`src/rtl/brnch_predictor.sv`:
```
// Purpose : 2-bit saturating-counter branch predictor with mispredict flag and counter.
// Latency : prediction is combinational (0 cycles); table/mispredict/count update on the next rising edge.
// Backpr. : none -- a prediction is always driven and every update is accepted.
//
// Ports:
//   clk, rst_n          clock (rising edge), asynchronous active-low reset
//   pred_pc / pred_taken fetch-side query and its taken guess (from table state)
//   upd_valid, upd_pc,   resolved conditional branch: PC, actual outcome and the
//   upd_taken, upd_pred  prediction originally made for it
//   mispredict          registered one-cycle pulse per wrong resolution
//   mispred_cnt         16-bit saturating mispredict count
// Optional: define BRNCH_PRED_GSHARE_EN to XOR a global history register into the index.
module brnch_predictor #(
  parameter int IDX_W = 4,
  parameter int PC_W  = 16
) (
  input  logic            clk,
  input  logic            rst_n,
  input  logic [PC_W-1:0] pred_pc,
  output logic            pred_taken,
  input  logic            upd_valid,
  input  logic [PC_W-1:0] upd_pc,
  input  logic            upd_taken,
  input  logic            upd_pred,
  output logic            mispredict,
  output logic [15:0]     mispred_cnt
);

  localparam int DEPTH = 2 ** IDX_W;

  logic [1:0]       r_tbl [DEPTH];
  logic [IDX_W-1:0] w_pred_idx;
  logic [IDX_W-1:0] w_upd_idx;
  logic [1:0]       w_cur;
  logic [1:0]       w_nxt;
  logic             w_mis;
  logic             r_mispredict;
  logic [15:0]      r_mispred_cnt;

  // Instructions are 2-byte aligned, so bit 0 and the bits above the index never
  // select an entry; PCs that differ only there share a counter.
  logic w_unused_bits;
  assign w_unused_bits = ^{pred_pc[PC_W-1:IDX_W+1], pred_pc[0],
                           upd_pc[PC_W-1:IDX_W+1], upd_pc[0]};

`ifdef BRNCH_PRED_GSHARE_EN
  logic [IDX_W-1:0] r_ghr;

  // The update index uses the current history, not the fetch-time one.
  assign w_pred_idx = pred_pc[IDX_W:1] ^ r_ghr;
  assign w_upd_idx  = upd_pc[IDX_W:1]  ^ r_ghr;

  // Shifts on the same edge as the table write, so that write sees the old history.
  always_ff @(posedge clk or negedge rst_n) begin
    if (!rst_n) begin
      r_ghr <= '0;
    end else if (upd_valid) begin
      r_ghr <= {r_ghr[IDX_W-2:0], upd_taken};
    end
  end
`else
  assign w_pred_idx = pred_pc[IDX_W:1];
  assign w_upd_idx  = upd_pc[IDX_W:1];
`endif

  // No bypass: a same-cycle update to the queried entry shows up next cycle.
  assign pred_taken = r_tbl[w_pred_idx][1];

  assign w_cur = r_tbl[w_upd_idx];

  always_comb begin
    w_nxt = w_cur;
    if (upd_taken) begin
      if (w_cur != 2'b11) w_nxt = w_cur + 2'b01;
    end else begin
      if (w_cur != 2'b00) w_nxt = w_cur - 2'b01;
    end
  end

  always_ff @(posedge clk or negedge rst_n) begin
    if (!rst_n) begin
      for (int i = 0; i < DEPTH; i++) begin
        r_tbl[i] <= 2'b01;
      end
    end else if (upd_valid) begin
      r_tbl[w_upd_idx] <= w_nxt;
    end
  end

  assign w_mis = upd_valid & (upd_taken ^ upd_pred);

  always_ff @(posedge clk or negedge rst_n) begin
    if (!rst_n) begin
      r_mispredict  <= 1'b0;
      r_mispred_cnt <= 16'h0000;
    end else begin
      r_mispredict <= w_mis;
      if (w_mis && (r_mispred_cnt != 16'hFFFF)) begin
        r_mispred_cnt <= r_mispred_cnt + 16'h0001;
      end
    end
  end

  assign mispredict  = r_mispredict;
  assign mispred_cnt = r_mispred_cnt;

endmodule

```
`config.mk`:
```
export PLATFORM = sky130hd
export DESIGN_NAME = brnch_predictor
export DESIGN_NICKNAME = d
export VERILOG_FILES = /design/src/rtl/brnch_predictor.sv
export SDC_FILE = /design/constraint.sdc
export NUM_CORES = 1
export LEC_CHECK = 0
export CELL_PAD_IN_SITES_DETAIL_PLACEMENT = 2
export CELL_PAD_IN_SITES_GLOBAL_PLACEMENT = 2
export CORE_ASPECT_RATIO = 0.9
export CORE_MARGIN = 2
export CORE_UTILIZATION = 26
export DETAILED_ROUTE_END_ITERATION = 7
export HOLD_SLACK_MARGIN = 0.08
export PLACE_DENSITY_LB_ADDON = 0.1
export SYNTH_ARGS = -nofsm -noshare
export SYNTH_HDL_FRONTEND = slang
export SYNTH_SLANG_ARGS = --single-unit
```
`constraint.sdc`:
```
create_clock -name clk -period 2.1 [get_ports clk]
set_clock_uncertainty 0.05 [all_clocks]
set_input_delay 0.21 -clock clk [delete_from_list [all_inputs] [get_ports clk]]
set_output_delay 0.21 -clock clk [all_outputs]
set_load 0.05 [all_outputs]
```
==> out/results.tsv <==
metric	value	unit
most common library cells after synthesis	mux2_2 (38), dfrtp_1 (33), dfstp_2 (16), nor2_1 (15), mux4_2 (13)	
area grow syn2layout	31.5	%
Synthesized Nets	232	
Reg2Reg Depth	5	
worst reg2reg setup slack	30	ps
Ys Warns	0	
Main synth FF type	dfrtp_1	
Critical R2R Launch	r_tbl[25]	
H-tree depth	2	
first-pass GRT wire length	10700	um
most used cell, CP	mux4_2	
Placer Congestion	0.719	
crit-path max cell delay	510	ps
failing checks	setup timing	
Antenna diodes	0	
final WL	6500	um
Slew HR	58.0	%
count of different cell masters after synthesis	31	
clk_lat worst skew	300	ps
Critical Path End Type	output pin	
mapped cell area	2540	sq um
worst path cell trace	mux4_2 > mux4_2 > buf_8	
# nets final	284	
Place WS	-432	ps
FILL cells	1029	
startpoint types	flip-flop	
drt pass-1 iters	4	
Synth async-reset ratio	100	%
Final Hold Viols	0	
Final Slew Violations	0	
Total GRT Usage	13.2	%
largest net degree at the start of global routing	26	
sequential area share after synthesis	49.0	%
Power Density	990	nW/um^2
Reg clk slew, reported paths	90	ps
Post-DP HPWL	4940	um
Final Setup Violations	1	
highest clock rate	469	MHz
# IOs	55	
leak pwr	1.43	nW
initial antenna violation count	0	
synth top area cells	dfrtp_1 (32%), mux2_2 (17%), dfstp_2 (17%), mux4_2 (12%), xor2_1 (4.1%)	
total core area	9610	sq um
Die Wd	108	um
top cell type's share of synthesized area	32.4	%
max_cap viols	0	
design area	3350	sq um
clock buffer depth	2	
Num CTS Buffers	5	
RSZ-0062 raised after global routing	true	
routed vias/inst	4.66	
Tcrit/Tclk final	101	%
Post-synth EDFFs	0	
die height	97.9	um
proportion of layout cells with a drive suffix above 1	42.1	%
FP Rows	34	
post-placement cell count	362	
largest area contributor in the synthesized netlist	dfrtp_1	
Final Non-Filler Cells	373	
maximum VDD drop	0.587	mV
vias in the first global route	1954	
# clock sinks	49	
grt ovf	0	
crit path from	r_tbl[3]	
FF+latch count, synth	49	
Slowest cell on crit path	mux4_2	
run status	finished, violations left	
input/output buffers	30	
die area	10600	sq um
Syn Area/Cell	13.1	sq um
Worst Setup Slack, final	-31.2	ps
Routed Antenna Nets	0	
Req. time, crit path	1840	ps
type of the worst setup path	reg2out	
Post-DP Area	3160	sq um
Root Driver	clkbuf_8	
Detailed Route Iter0 Violations	21	
WL per Instance	17.4	um
initial core utilization	26.5	%
Tightest Pin Transition	629	ps
setup tns final	-31.2	ps
DRC errors left	0	
count leader, synth	mux2_2	
CTS tree	done	
detailed-route via count	1737	
synthesized instance count	194	
crit path DAT	1870	ps
critical path fanouts, max	3	
Final min period	2130	ps
HP Class	in2async	
-- flip-flops by register name (all words and copies together) (netlist names) --
register and count:
r_tbl 32, mispred_cnt 16, mispredict 1
-- worst paths after layout --
check,endpoint
hold / removal,r_tbl[29]
hold reg to reg,mispred_cnt[12]
max in group asynchronous,r_tbl[20]
min in group clk,mispred_cnt[12]
setup / recovery,pred_taken
setup reg to reg,r_tbl[25]
-- logic make-up (layout without fill, tap and decap cells) --
kind of cell	Yosys count	after routing	share of synthesized area (%)
AO/OA/AOI/OAI	7	7	1.72
adder cells (fa/ha/maj)	5	5	2.26
flip-flops	49	49	49.0
XOR/XNOR	13	13	4.47
AND/OR/NAND/NOR	59	59	12.1
multiplexers	53	53	29.1
buffers and inverters	8	61	1.33
-- per-layer routing --
layer / vias to the layer above / track usage, % / routed length [um] / part of all wire [%]
li1: 825 / - / - / -
met1: 877 / 19.4 / 3280 / 51
met2: 28 / 20.0 / 2940 / 45
met3: 7 / 2.80 / 211 / 3.2
met4: 0 / 2.96 / 65 / 1.0
met5: - / 0 / 0 / 0
-- what timing repair did --
action / CTS / global route
endpoints found under the setup margin: 33 / 29
hold endpoints to repair: 17 / 0
setup buffers: 1 / 0
pin swaps: 2 / 2
resized for setup: 7 / 9
gates cloned: 1 / 0
hold buffers: 1 / 0
-- report_power, final --
part / switching (mW) / leakage, nW / internal (mW)
logic: 0.577 / 0.771 / 0.613
clock network: 0.317 / 0.0542 / 0.298
registers: 0.209 / 0.601 / 1.30
total: 1.10 / 1.43 / 2.21
-- metrics by stage --
| step | utilization (%) | power [mW] | hold WS, ps |
|---|---|---|---|
| 2_1_floorplan | - | 2.26 | -136 |
| 3_3_place_gp | 32.8 | 2.64 | 215 |
| 3_5_place_dp | 32.8 | 2.67 | 217 |
| 4_1_cts | 34.5 | 3.34 | 416 |
| 5_1_grt | 34.8 | 3.53 | 453 |
| 6_report | 34.8 | 3.31 | 408 |
-- layout by cell type, fill, tap and decap left out, types with 4 or more instances in the layout --
cell type,synthesis,final
nand3b_1,4,4
clkbuf_8,0,7
mux2_4,0,9
maj3_2,4,4
dfrtp_1,33,32
nand2_1,11,11
nor4_1,4,4
clkdlybuf4s50_1,0,26
mux4_2,13,13
xor2_1,12,12
mux2_2,38,29
buf_12,0,4
buf_4,1,14
nand3_1,6,6
dfstp_2,16,16
nor2_1,15,15
nor3_1,4,4
-- worst max-delay path, delay by kind of cell (launching register included) --
family | cells | cell delay (ps)
buf+inv | 1 | 170
flops | 1 | 420
mux | 2 | 980
-- final cells by class --
class                   instances  area [sq um]  area share, %
repair buffers                 51           533           15.9
flip-flops and latches         49          1250           37.3
inverters                       2          7.51          0.224
multi-input cells             137          1300           38.8
clock inverters                 1          5.00          0.150
clock buffers                   7          96.3           2.88
well taps                     126           158           4.71
No activity file was read; power rests on OpenSTA's default activity.
